==> config.mk <==
export PLATFORM = sky130hd
export DESIGN_NAME = alarm_ringer
export DESIGN_NICKNAME = d
export VERILOG_FILES = /design/src/rtl/alarm_ringer_pkg.sv /design/src/rtl/alarm_ringer_btn_sync_edge.sv /design/src/rtl/alarm_ringer.sv
export SDC_FILE = /design/constraint.sdc
export NUM_CORES = 1
export LEC_CHECK = 0
export ABC_AREA = 1
export CELL_PAD_IN_SITES_DETAIL_PLACEMENT = 1
export CELL_PAD_IN_SITES_GLOBAL_PLACEMENT = 2
export CORE_MARGIN = 4
export CORE_UTILIZATION = 35
export CTS_BUF_LIST = sky130_fd_sc_hd__clkbuf_16
export DETAILED_ROUTE_END_ITERATION = 10
export GPL_ROUTABILITY_DRIVEN = 1
export HOLD_SLACK_MARGIN = 0.06
export MAX_ROUTING_LAYER = met4
export PLACE_DENSITY = 0.73
export SLEW_MARGIN = 20
export SYNTH_ARGS = -nofsm -noshare
export SYNTH_HDL_FRONTEND = slang
export SYNTH_SLANG_ARGS = --single-unit
==> constraint.sdc <==
create_clock -name clk -period 2.03 [get_ports clk]
set_input_delay 0.203 -clock clk [delete_from_list [all_inputs] [get_ports clk]]
set_output_delay 0.203 -clock clk [all_outputs]
set_load 0.03 [all_outputs]
==> src/rtl/alarm_ringer_pkg.sv <==
// Shared state encoding and button idle level for the alarm annunciator blocks.
package alarm_ringer_pkg;

  typedef enum logic [1:0] {
    ST_IDLE    = 2'd0,
    ST_RINGING = 2'd1,
    ST_SNOOZE  = 2'd2
  } state_t;

  localparam logic BTN_IDLE = 1'b1;

endpackage

==> src/rtl/alarm_ringer_btn_sync_edge.sv <==
// Two-flop synchroniser for an active-low pushbutton with a one-cycle press pulse on the falling edge.
// press is valid the cycle after the first edge that samples the pin low; no backpressure.
module alarm_ringer_btn_sync_edge
  import alarm_ringer_pkg::*;
(
  input  logic clk,
  input  logic reset,
  input  logic btn,
  output logic press
);

  logic ff0, ff1;

  always_ff @(posedge clk or negedge reset) begin
    if (!reset) begin
      ff0 <= BTN_IDLE;
      ff1 <= BTN_IDLE;
    end else begin
      ff0 <= btn;
      ff1 <= ff0;
    end
  end

  assign press = ff1 & ~ff0;

endmodule

==> src/rtl/alarm_ringer.sv <==
// Alarm annunciator: cadenced buzzer, LED, snooze/stop and ring timeout driven by the alarm comparator flag.
// Outputs registered one edge after the deciding input; no backpressure.
module alarm_ringer
  import alarm_ringer_pkg::*;
#(
  parameter int CLK_HZ         = 50_000_000,
  parameter int TONE_HZ        = 2000,
  parameter int BEEP_HZ        = 2,
  parameter int RING_TIMEOUT_S = 60,
  parameter int SNOOZE_S       = 300
) (
  input  logic                            clk,
  input  logic                            reset,
  input  logic                            flag_alarm,
  input  logic                            flag_alarm_armed,
  input  logic                            btn_snooze,
  input  logic                            btn_stop,
  output logic                            buzzer,
  output logic                            led_alarm,
  output logic                            ringing,
  output logic                            snoozing,
  output logic [$clog2(SNOOZE_S+1)-1:0]   snooze_left
);

  localparam int RW       = $clog2(RING_TIMEOUT_S + 1);
  localparam int SW       = $clog2(SNOOZE_S + 1);
  localparam int PW       = $clog2(CLK_HZ);
  localparam int TONE_DIV = CLK_HZ / (2 * TONE_HZ);
  localparam int CAD_DIV  = CLK_HZ / (2 * BEEP_HZ);
  localparam int TW       = $clog2(TONE_DIV + 1);
  localparam int CW       = $clog2(CAD_DIV + 1);

  localparam logic [PW-1:0] PRESC_MAX = PW'(CLK_HZ - 1);
  localparam logic [TW-1:0] TONE_MAX  = TW'(TONE_DIV - 1);
  localparam logic [CW-1:0] CAD_MAX   = CW'(CAD_DIV - 1);
  localparam logic [RW-1:0] RING_LOAD = RW'(RING_TIMEOUT_S);
  localparam logic [SW-1:0] SNZ_LOAD  = SW'(SNOOZE_S);

  state_t        state, state_nxt;
  logic          flag_q, stop_press, snz_press, rise, tick, entering;
  logic [PW-1:0] presc, presc_nxt;
  logic [RW-1:0] ring_cnt, ring_cnt_nxt;
  logic [SW-1:0] snz_cnt, snz_cnt_nxt;
  logic [TW-1:0] tone_cnt, tone_cnt_nxt;
  logic [CW-1:0] cad_cnt, cad_cnt_nxt;
  logic          tone, tone_nxt, cadence, cadence_nxt;

  alarm_ringer_btn_sync_edge u_stop (.clk(clk), .reset(reset), .btn(btn_stop),   .press(stop_press));
  alarm_ringer_btn_sync_edge u_snz  (.clk(clk), .reset(reset), .btn(btn_snooze), .press(snz_press));

  assign rise = flag_alarm & ~flag_q;
  assign tick = (state != ST_IDLE) && (presc == PRESC_MAX);

  always_comb begin
    state_nxt    = state;
    presc_nxt    = presc;
    ring_cnt_nxt = ring_cnt;
    snz_cnt_nxt  = snz_cnt;
    tone_cnt_nxt = tone_cnt;
    cad_cnt_nxt  = cad_cnt;
    tone_nxt     = tone;
    cadence_nxt  = cadence;

    case (state)
      ST_IDLE: begin
        if (rise && flag_alarm_armed) state_nxt = ST_RINGING;
      end
      ST_RINGING: begin
        if (!flag_alarm_armed || stop_press)       state_nxt = ST_IDLE;
        else if (snz_press)                        state_nxt = ST_SNOOZE;
        else if (tick && ring_cnt == RW'(1))       state_nxt = ST_IDLE;
      end
      ST_SNOOZE: begin
        if (!flag_alarm_armed || stop_press)       state_nxt = ST_IDLE;
        else if (rise || (tick && snz_cnt == SW'(1))) state_nxt = ST_RINGING;
      end
      default: state_nxt = ST_IDLE;
    endcase

    entering = (state_nxt != state);

    // Restarting the prescaler on entry keeps every duration an exact number of seconds.
    if (entering || state_nxt == ST_IDLE || tick) presc_nxt = '0;
    else                                          presc_nxt = presc + PW'(1);

    if (entering && state_nxt == ST_RINGING)  ring_cnt_nxt = RING_LOAD;
    else if (state == ST_RINGING && tick)     ring_cnt_nxt = ring_cnt - RW'(1);

    if (entering && state_nxt == ST_SNOOZE)   snz_cnt_nxt = SNZ_LOAD;
    else if (state == ST_SNOOZE && tick)      snz_cnt_nxt = snz_cnt - SW'(1);

    if (entering || state_nxt != ST_RINGING) begin
      tone_cnt_nxt = '0;
      tone_nxt     = 1'b0;
      cad_cnt_nxt  = '0;
      cadence_nxt  = 1'b1;
    end else begin
      if (tone_cnt == TONE_MAX) begin
        tone_cnt_nxt = '0;
        tone_nxt     = ~tone;
      end else begin
        tone_cnt_nxt = tone_cnt + TW'(1);
      end
      if (cad_cnt == CAD_MAX) begin
        cad_cnt_nxt = '0;
        cadence_nxt = ~cadence;
      end else begin
        cad_cnt_nxt = cad_cnt + CW'(1);
      end
    end
  end

  always_ff @(posedge clk or negedge reset) begin
    if (!reset) begin
      state       <= ST_IDLE;
      flag_q      <= 1'b0;
      presc       <= '0;
      ring_cnt    <= '0;
      snz_cnt     <= '0;
      tone_cnt    <= '0;
      cad_cnt     <= '0;
      tone        <= 1'b0;
      cadence     <= 1'b1;
      buzzer      <= 1'b0;
      led_alarm   <= 1'b0;
      ringing     <= 1'b0;
      snoozing    <= 1'b0;
      snooze_left <= '0;
    end else begin
      state       <= state_nxt;
      flag_q      <= flag_alarm;
      presc       <= presc_nxt;
      ring_cnt    <= ring_cnt_nxt;
      snz_cnt     <= snz_cnt_nxt;
      tone_cnt    <= tone_cnt_nxt;
      cad_cnt     <= cad_cnt_nxt;
      tone        <= tone_nxt;
      cadence     <= cadence_nxt;
      // Outputs come from next-state values so they line up with ringing/snoozing.
      buzzer      <= (state_nxt == ST_RINGING) & cadence_nxt & tone_nxt;
      led_alarm   <= (state_nxt == ST_RINGING) ? cadence_nxt : (state_nxt == ST_SNOOZE);
      ringing     <= (state_nxt == ST_RINGING);
      snoozing    <= (state_nxt == ST_SNOOZE);
      snooze_left <= (state_nxt == ST_SNOOZE) ? snz_cnt_nxt : '0;
    end
  end

endmodule

==> results_tabular.tex, run 1 <==
\begin{tabular}{lr}
\hline
Metric & Value \\
\hline
\multicolumn{2}{l}{\textbf{Cells and area}} \\
Net count, final & 704 \\
Core utilization of the finished layout & 43.9\% \\
P\&R area growth vs syn & 23.1\% \\
Filler Cell Count & 1,794 \\
Final standard cell count with taps included and fillers excluded & 884 \\
Share of layout cells above drive strength 1 & 23.1\% \\
Antenna diode instance count & 0 \\
\multicolumn{2}{l}{\textbf{Logic synthesis}} \\
Synthesized netlist cell count & 617 \\
Total number of yosys warnings & 0 \\
Combined area of all synthesized cells & 5410 sq um \\
Distinct cell type count of the synthesized netlist & 40 \\
Combinational family with the most area after synthesis & simple AND/OR/NAND/NOR gates \\
Synth Area in Compound Gates & 4.07\% \\
Syn\_nets & 630 \\
Simple-gate share of the synthesized area & 32.1\% \\
Post-synthesis adder-cell area fraction & 1.62\% \\
Synthesis-stage register bit count & 101 \\
Sequential-to-total area share from yosys stat & a little under half \\
Average size of a mapped cell & 8.76 sq um \\
Post-synth ARST share & 100\% \\
Share of synthesized area spent on multiplexers & 0\% \\
EDFF count, synth & 0 \\
Most instantiated flip-flop cell in the synthesis netlist & sky130\_fd\_sc\_hd\_\_dfrtp\_1 \\
Post-synthesis xor/xnor area fraction & just over 8\% \\
\multicolumn{2}{l}{\textbf{Detailed routing}} \\
Count of routing violations after the opening detailed-route iteration & 108 \\
Remaining design rule violation count & 0 \\
Number of nets with antenna violations after routing & 0 \\
Wire per inst & 15.3 microns \\
Detailed Route WL & 13,500 microns \\
Count of vias placed by the detailed router & approximately 4,200 \\
Drt pass-1 iters & 4 \\
Routed vias/inst & 4.79 \\
\multicolumn{2}{l}{\textbf{Timing}} \\
Slew at the pin closest to its max-slew limit & 0.545 ns \\
Unrepaired setup endpoints after global routing & yes \\
Setup slack of the critical path after layout & -0.00676 ns \\
Number of max-slew violations in the final report & 0 \\
Achievable frequency & 491 MHz \\
Minimum period implied by the final worst setup slack & 2.04 ns \\
Worst clock skew & 0.0109 ns \\
Ratio of final minimum period to clock period & 100\% \\
Finish-stage setup viols & 3 \\
Count of final hold-check violations & 0 \\
Rel. slew slack & 63.7\% \\
\multicolumn{2}{l}{\textbf{Clocking}} \\
Num CTS Buffers & 9 \\
\# H-tree levels & 3 \\
Clock-pin slew of the registers on the worst-case setup and hold paths & 0.07 ns \\
\# clock sinks & 101 \\
Clock Root Buffer & sky130\_fd\_sc\_hd\_\_clkbuf\_16 \\
CTS tree & built \\
Source-to-sink clock delay at the later pin of the worst-skew pair & 0.36 ns \\
Maximum buffer depth of the clock tree & 2 \\
\multicolumn{2}{l}{\textbf{Critical path}} \\
Setup crit end kind & register \\
Crit path max-delay cell type & sky130\_fd\_sc\_hd\_\_dfrtp\_1 \\
Required time worst endpoint & about 2.3 ns \\
Highest cell delay on the worst timing path & 0.41 ns \\
Largest driver fanout on the critical path & 6 \\
Startpoint Class & register \\
Type of the worst setup path & reg -> reg \\
Cells along the critical path & inv\_2 > nand2\_4 > nor2\_2 > nand2\_2 > nor2\_4 > nand3\_4 > a21oi\_4 > nand2\_4 > nand2\_4 > nand2\_4 > nor2\_4 > nand2\_4 > clkbuf\_16 > nor2\_4 \\
Data arrival time of the worst path & 2.33 ns \\
Most frequent CP cell & sky130\_fd\_sc\_hd\_\_nand2\_4 \\
\multicolumn{2}{l}{\textbf{Floorplan}} \\
Initial Util & 35.7\% \\
Die ar. & $\sim$17,000 sq um \\
I/O pin total & 19 \\
CORE AREA & 15,100 sq um \\
Row count & 45 \\
Chip height & around 130 microns \\
Horizontal extent of the die & 132 microns \\
\multicolumn{2}{l}{\textbf{Status}} \\
Status & finished with violations \\
Violated checks & setup timing \\
\multicolumn{2}{l}{\textbf{Placement}} \\
Final weighted congestion of routability-driven global placement & 0.841 \\
Cell count after placement & 860 \\
HPWL after detailed placement & 10,100 microns \\
Worst slack, placed & -0.0940 ns \\
IO buf count & 18 \\
\multicolumn{2}{l}{\textbf{Pwr}} \\
Max IR drop VDD & 0.408 mV \\
Leakage dissipation & 2.81 nW \\
Switching power of the nets & between 1 and 1.5 mW \\
Power per standard cell area & 627 nW/um\^{}2 \\
Design internal power & 3.14 mW \\
Clk pwr share & between 40\% and 50\% \\
Register share of total power & $\sim$50\% \\
Sw frac & 24.7\% \\
Part of the total power dissipated in combinational logic & 8.9\% \\
\multicolumn{2}{l}{\textbf{GRT}} \\
Overall track demand over capacity in global routing & 16.7\% \\
Initial antenna violation count & 0 \\
Number of global-route vias before repair & approximately 4,700 \\
Overflow left after global routing & 0 \\
Maximum number of pins on one net before global-route repair & 45 \\
Wire length of the first global-routing pass & between 20,000 and 25,000 microns \\
\multicolumn{2}{l}{\textbf{Worst hold path}} \\
Worst Hold Class & in -> reg \\
\multicolumn{2}{l}{\textbf{Job}} \\
MaxCap Viol Count & 0 \\
\hline
\end{tabular}
==> what timing repair did <==
| item | 4_1_cts | 5_1_grt |
|---|---|---|
| buffers inserted | 0 | 5 |
| hold buffers | 1 | 0 |
| gates resized for setup | 5 | 42 |
| endpoints found under the setup margin | 28 | 63 |
| hold endpoints to repair | 32 | 0 |
| pin swaps | 0 | 8 |
| cloned | 0 | 2 |
==> layout make-up <==
| type | instances | area [sq um] | share of cell area, % |
|---|---|---|---|
| inverters | 90 | 338 | 5.08 |
| well taps | 188 | 235 | 3.53 |
| multi-input cells | 421 | 2630 | 39.5 |
| clock buffers | 9 | 225 | 3.38 |
| repair buffers | 68 | 636 | 9.55 |
| clock inverters | 7 | 58.8 | 0.883 |
| flip-flops and latches | 101 | 2530 | 38.1 |
==> worst paths after layout <==
check / from / to / slack (ns) / depth (start not counted)
setup / recovery: presc[16] / presc[24] / -0.007 / 14
hold / removal: btn_stop / u_stop.ff0 / 0.25 / 1
setup reg to reg: presc[16] / presc[24] / -0.007 / 14
hold reg to reg: u_stop.ff0 / u_stop.ff1 / 0.38 / 0
max in group asynchronous: reset / u_stop.ff1 / 0.97 / 3
min in group asynchronous: reset / cad_cnt[7] / 0.38 / 2
==> cell families (layout without fill, tap and decap cells) <==
kind of cell | Yosys count | count (layout)
compound gates | 34 | 34
xor+xnor | 50 | 50
fa+ha+maj | 7 | 7
buf+inv | 95 | 174
flops | 101 | 101
simple gates | 330 | 330
==> through the flow <==
step / hold WS, ns / TNS (ns) / area (sq um) / power [mW]
after floorplan: -0.0926 / 0 / 5410 / 2.32
final: 0.249 / -0.00749 / 6660 / 4.17
after global placement: 0.230 / -0.0290 / 6120 / 2.46
after global routing: 0.244 / -3.25 / 6660 / 4.36
after detailed placement: 0.225 / -1.02 / 6120 / 2.47
after CTS: 0.241 / -0.0107 / 6430 / 4.20
==> power by group through the flow <==
| stage | clock network [mW] | logic (mW) | registers (mW) |
|---|---|---|---|
| global route | 1.85 | 0.414 | 2.09 |
| finish | 1.71 | 0.370 | 2.09 |
| CTS | 1.77 | 0.346 | 2.09 |
| floorplan | 0 | 0.188 | 2.13 |
| global placement | 0 | 0.335 | 2.12 |
| detailed placement | 0 | 0.342 | 2.13 |
==> registers in the layout, summed over array words and instances (netlist names) <==
signal       count
presc           26
cad_cnt         24
tone_cnt        14
snooze_left      9
snz_cnt          9
ring_cnt         6
state            2
buzzer           1
cadence          1
flag_q           1
led_alarm        1
ringing          1
snoozing         1
tone             1
u_snz.ff0        1
u_snz.ff1        1
u_stop.ff0       1
u_stop.ff1       1
==> synth_stat cells (5+ instances only) <==
library cell	n	share of area, %
sky130_fd_sc_hd__nand2_2	5	0.58
sky130_fd_sc_hd__dfrtp_1	96	44
sky130_fd_sc_hd__xor2_1	41	6.6
sky130_fd_sc_hd__nor3_1	24	2.2
sky130_fd_sc_hd__nor2_2	6	0.69
sky130_fd_sc_hd__o21ai_0	16	1.5
sky130_fd_sc_hd__ha_1	7	1.6
sky130_fd_sc_hd__a21oi_1	7	0.65
sky130_fd_sc_hd__xnor2_1	9	1.5
sky130_fd_sc_hd__nor3b_1	5	0.69
sky130_fd_sc_hd__nand3_1	35	3.2
sky130_fd_sc_hd__nor4_1	13	1.5
sky130_fd_sc_hd__nor2_1	86	6.0
sky130_fd_sc_hd__nand4_1	16	1.9
sky130_fd_sc_hd__inv_1	81	5.6
sky130_fd_sc_hd__inv_2	8	0.56
sky130_fd_sc_hd__nand2_1	100	6.9
sky130_fd_sc_hd__nor2_4	25	5.2
sky130_fd_sc_hd__nand2_4	7	1.5
sky130_fd_sc_hd__dfstp_2	5	2.4
==> per-layer routing <==
layer,global-route usage [%],wire [microns],vias to the layer above
met5,-,0,-
met4,4.50,197,0
met3,3.17,289,14
met2,28.8,6960,38
met1,20.1,6050,2082
li1,-,-,2104
==> layout by cell type (no fill, tap or decap), types with 5 or more instances in the layout <==
cell type	synthesis	layout
sky130_fd_sc_hd__xnor2_1	9	9
sky130_fd_sc_hd__nor3_1	24	20
sky130_fd_sc_hd__a21oi_1	7	6
sky130_fd_sc_hd__clkdlybuf4s50_1	0	17
sky130_fd_sc_hd__buf_4	0	43
sky130_fd_sc_hd__ha_1	7	6
sky130_fd_sc_hd__o21ai_0	16	14
sky130_fd_sc_hd__dfstp_2	5	5
sky130_fd_sc_hd__nor3b_1	5	5
sky130_fd_sc_hd__xor2_1	41	40
sky130_fd_sc_hd__nand3_1	35	34
sky130_fd_sc_hd__nor2_4	25	30
sky130_fd_sc_hd__inv_1	81	81
sky130_fd_sc_hd__nand4_1	16	16
sky130_fd_sc_hd__nand2_1	100	93
sky130_fd_sc_hd__nand2_4	7	8
sky130_fd_sc_hd__nor2_2	6	18
sky130_fd_sc_hd__dfrtp_1	96	95
sky130_fd_sc_hd__nor2_1	86	69
sky130_fd_sc_hd__nand2_2	5	11
sky130_fd_sc_hd__clkbuf_16	0	11
sky130_fd_sc_hd__inv_2	8	10
sky130_fd_sc_hd__nor4_1	13	13
==> worst max-delay path: cells and delay by family, from the launching register on <==
kind,cells,cell delay (ns)
AO/OA/AOI/OAI,1,0.22
buffers and inverters,2,0.30
flip-flops,1,0.41
AND/OR/NAND/NOR,11,1.04
Note: power is estimated with default switching activity, not from simulation.
==> inputs of run 2 (changes only) <==
ABC_AREA = not set   (was 1)
PLACE_DENSITY = 0.71   (was 0.73)
SLEW_MARGIN = not set   (was 20)
==> run 2 against run 1 <==
Compared with the run above:
- largest cell class is now flip-flops and latches
- largest power group unchanged
- synthesized cell count down 25%
- combinational power down 37%
- clock power about the same
- the flow still finishes with violations (setup timing)
- clock skew up 0.0027 ns
- highest routed layer unchanged
==> results_tabular.tex, run 2 <==
\begin{tabular}{lr}
\hline
Metric & Value \\
\hline
\multicolumn{2}{l}{\textbf{Status}} \\
Status & finished with violations \\
Violated checks & setup timing \\
\multicolumn{2}{l}{\textbf{Detailed routing}} \\
Count of vias placed by the detailed router & 3,631 \\
Wire per inst & 15.4 microns \\
Remaining design rule violation count & 0 \\
Drt pass-1 iters & 4 \\
Routed vias/inst & 4.87 \\
Number of nets with antenna violations after routing & 0 \\
Count of routing violations after the opening detailed-route iteration & 98 \\
Detailed Route WL & 11,400 microns \\
\multicolumn{2}{l}{\textbf{Cells and area}} \\
Core utilization of the finished layout & between 40\% and 50\% \\
Share of layout cells above drive strength 1 & 29.3\% \\
Largest reg by FF count & presc \\
Filler Cell Count & 1,437 \\
Commonest cells after routing, fill and taps aside & 95 x sky130\_fd\_sc\_hd\_\_dfrtp\_1, 70 x sky130\_fd\_sc\_hd\_\_nor2\_1, 69 x sky130\_fd\_sc\_hd\_\_buf\_4 \\
Antenna diode instance count & 0 \\
Top Registers & presc: 26 flops, cad\_cnt: 24 flops, tone\_cnt: 14 flops \\
Net count, final & 581 \\
Most common cell after layout, fill and taps aside & sky130\_fd\_sc\_hd\_\_dfrtp\_1 \\
P\&R area growth vs syn & 35.5\% \\
Final standard cell count with taps included and fillers excluded & about 750 \\
Flip-flop count of the largest register, all copies and words added & 26 \\
\multicolumn{2}{l}{\textbf{Logic synthesis}} \\
Synthesized netlist cell count & between 400 and 500 \\
Sequential-to-total area share from yosys stat & 54.1\% \\
Distinct cell type count of the synthesized netlist & 42 \\
Post-synth ARST share & 100\% \\
Most instantiated flip-flop cell in the synthesis netlist & sky130\_fd\_sc\_hd\_\_dfrtp\_1 \\
Total number of yosys warnings & 0 \\
Combined area of all synthesized cells & 4680 sq um \\
Syn\_nets & 477 \\
List of most frequent post-synthesis cells & 96 x sky130\_fd\_sc\_hd\_\_dfrtp\_1, 87 x sky130\_fd\_sc\_hd\_\_nor2\_1, 42 x sky130\_fd\_sc\_hd\_\_nand2\_1 \\
Cell types occupying the most area after synthesis & sky130\_fd\_sc\_hd\_\_dfrtp\_1 51\%, sky130\_fd\_sc\_hd\_\_xor2\_1 7.1\%, sky130\_fd\_sc\_hd\_\_nor2\_1 7.0\%, sky130\_fd\_sc\_hd\_\_xnor2\_1 6.0\%, sky130\_fd\_sc\_hd\_\_nand2\_1 3.4\% \\
Biggest area consumer among synthesized cells & sky130\_fd\_sc\_hd\_\_dfrtp\_1 \\
Most frequent cell after synthesis & sky130\_fd\_sc\_hd\_\_dfrtp\_1 \\
EDFF count, synth & 0 \\
Share of the synthesized area in the top cell type & 51.3\% \\
Synthesis-stage register bit count & 101 \\
Average size of a mapped cell & 10.1 sq um \\
\multicolumn{2}{l}{\textbf{Clocking}} \\
Clock Root Buffer & sky130\_fd\_sc\_hd\_\_clkbuf\_16 \\
Clock-pin slew of the registers on the worst-case setup and hold paths & 0.08 ns \\
Num CTS Buffers & 9 \\
Maximum buffer depth of the clock tree & 2 \\
\# clock sinks & 101 \\
\# H-tree levels & 3 \\
CTS tree & built \\
Source-to-sink clock delay at the later pin of the worst-skew pair & 0.36 ns \\
\multicolumn{2}{l}{\textbf{Timing}} \\
Worst hold slack after final layout & about 0.25 ns \\
Ratio of final minimum period to clock period & 108\% \\
Worst clock skew & 0.0136 ns \\
Minimum period implied by the final worst setup slack & 2.19 ns \\
Rel. slew slack & 40.4\% \\
Finish-stage setup viols & 70 \\
Achievable frequency & 456 MHz \\
Setup slack of the critical path after layout & -0.163 ns \\
Count of final hold-check violations & 0 \\
Unrepaired setup endpoints after global routing & yes \\
Slew at the pin closest to its max-slew limit & between 0.8 and 0.9 ns \\
Number of max-slew violations in the final report & 0 \\
\multicolumn{2}{l}{\textbf{Worst hold path}} \\
Hold Crit Start & btn\_stop \\
Worst-case hold path end point & u\_stop.ff0 \\
Hold Path Depth & 1 \\
Worst Hold Class & in -> reg \\
\multicolumn{2}{l}{\textbf{Critical path}} \\
Startpoint of the lowest-slack register-to-register path & presc[0] \\
Startpoint Class & register \\
Cells along the critical path & ha\_2 > and3\_4 > nand4\_1 > or3\_4 > o41ai\_4 > buf\_4 > or2\_4 > nor2\_1 \\
Reg-to-Reg End & tone\_cnt[3] \\
Largest driver fanout on the critical path & 7 \\
Required time worst endpoint & 2.28 ns \\
Worst path buffer plus inverter count & 1 \\
Cell depth of the worst flop-to-flop path & 8 \\
Highest cell delay on the worst timing path & 0.41 ns \\
Crit-path leading delay family & simple AND/OR/NAND/NOR gates \\
Worst-case register-to-register setup slack & -0.16 ns \\
Setup crit end kind & register \\
Type of the worst setup path & reg -> reg \\
Crit path max-delay cell type & sky130\_fd\_sc\_hd\_\_or3\_4 \\
Data arrival time of the worst path & $\sim$2.4 ns \\
\multicolumn{2}{l}{\textbf{Placement}} \\
HPWL after detailed placement & about 7500 microns \\
Cell count after placement & 710 \\
Final weighted congestion of routability-driven global placement & $\sim$0.78 \\
IO buf count & 18 \\
\multicolumn{2}{l}{\textbf{GRT}} \\
Wire length of the first global-routing pass & 18,800 microns \\
Number of global-route vias before repair & 3,825 \\
Overflow left after global routing & 0 \\
Overall track demand over capacity in global routing & 16.2\% \\
Maximum number of pins on one net before global-route repair & 42 \\
Initial antenna violation count & 0 \\
\multicolumn{2}{l}{\textbf{Job}} \\
MaxCap Viol Count & 0 \\
\multicolumn{2}{l}{\textbf{Pwr}} \\
Max IR drop VDD & 0.539 mV \\
Power per standard cell area & 641 nW/um\^{}2 \\
Leakage dissipation & 2.63 nW \\
\multicolumn{2}{l}{\textbf{Floorplan}} \\
I/O pin total & 19 \\
Row count & 41 \\
Chip height & between 100 and 150 microns \\
Initial Util & 36.4\% \\
Die ar. & approximately 15,000 sq um \\
CORE AREA & 12,900 sq um \\
Horizontal extent of the die & $\sim$120 microns \\
\hline
\end{tabular}
[run 2: cell count changes in the layout (fill, tap and decap cells not counted), sizes merged, moves of 6 or more]
| cell | before | now |
|---|---|---|
| and2 | 0 | 9 |
| and3 | 1 | 11 |
| buf | 48 | 82 |
| inv | 91 | 20 |
| nand2 | 112 | 42 |
| nand3 | 37 | 26 |
| nor2 | 117 | 87 |
| nor3 | 25 | 16 |
| nor4 | 13 | 7 |
| o21ai | 18 | 6 |
| xnor2 | 9 | 32 |
[run 2: routing by layer]
| layer | global-route usage [%] | wire [microns] |
|---|---|---|
| met1 | 20.7 | 5210 |
| met2 | 25.9 | 5830 |
| met3 | 4.13 | 259 |
| met4 | 4.50 | 131 |
| met5 | - | 0 |
[run 2: cells by family (layout without fill, tap and decap cells)]
| family | Yosys count | after routing | synth area share (%) |
|---|---|---|---|
| AND/OR/NAND/NOR | 243 | 246 | 25.7 |
| adder cells (fa/ha/maj) | 7 | 7 | 1.87 |
| flip-flops | 101 | 101 | 54.1 |
| buffers and inverters | 27 | 133 | 2.70 |
| AO/OA/AOI/OAI | 16 | 16 | 2.49 |
| XOR/XNOR | 70 | 70 | 13.1 |
[run 2: power by group]
part | switching (mW) | internal [mW]
registers | 0.0396 | 2.05
logic | 0.138 | 0.0965
clock network | 0.864 | 0.875
[run 2: cell type report]
type | count | area (sq um) | share of cell area (%)
Clock buffer | 9 | 225 | 3.55
Tap cell | 172 | 215 | 3.39
Sequential cell | 101 | 2530 | 40.0
Multi-Input combinational cell | 339 | 2340 | 36.8
Timing Repair Buffer | 100 | 888 | 14.0
Inverter | 17 | 63.8 | 1.01
Clock inverter | 7 | 78.8 | 1.24
[run 2: worst max-delay path by stage]
stage	to	slack, ns	from	cells after the start
2_1_floorplan	tone_cnt[8]	-0.16	presc[0]	9
3_3_place_gp	snooze_left[2]	-0.14	presc[1]	9
3_5_place_dp	snooze_left[2]	-0.15	presc[1]	9
4_1_cts	cad_cnt[2]	-0.08	presc[1]	7
5_1_grt	tone_cnt[13]	-0.23	presc[0]	8
6_report	tone_cnt[3]	-0.16	presc[0]	8
[run 2: per-stage QoR]
stage / total power, mW / setup WS, ns / area [sq um] / TNS, ns
floorplan: 2.22 / -0.156 / 4700 / -6.80
global placement: 2.33 / -0.138 / 5580 / -5.16
detailed placement: 2.34 / -0.154 / 5580 / -6.45
CTS: 4.11 / -0.0752 / 6080 / -3.05
global route: 4.26 / -0.235 / 6340 / -11.91
finish: 4.07 / -0.163 / 6340 / -5.14
[run 2: timing repair]
item,in CTS,in global routing
pin swaps,26,29
gates cloned,1,2
buffers inserted,6,10
gates resized for setup,26,45
setup endpoints to repair,75,81
hold buffers,1,0
endpoints found under the hold margin,26,0
[run 2: worst reg2reg max path: cells and delay by family, from the launching register on]
kind,cells,cell delay [ns]
compound gates,1,0.30
fa+ha+maj,1,0.19
buf+inv,1,0.22
flops,1,0.37
simple gates,5,1.01
==> inputs of run 3 (changes only) <==
ABC_AREA = 1   (was not set)
PLACE_DENSITY = 0.73   (was 0.71)
SLEW_MARGIN = 20   (was not set)
==> results of run 3 <==
No change in the layout: final DEF, timing and power equal those of run 1.
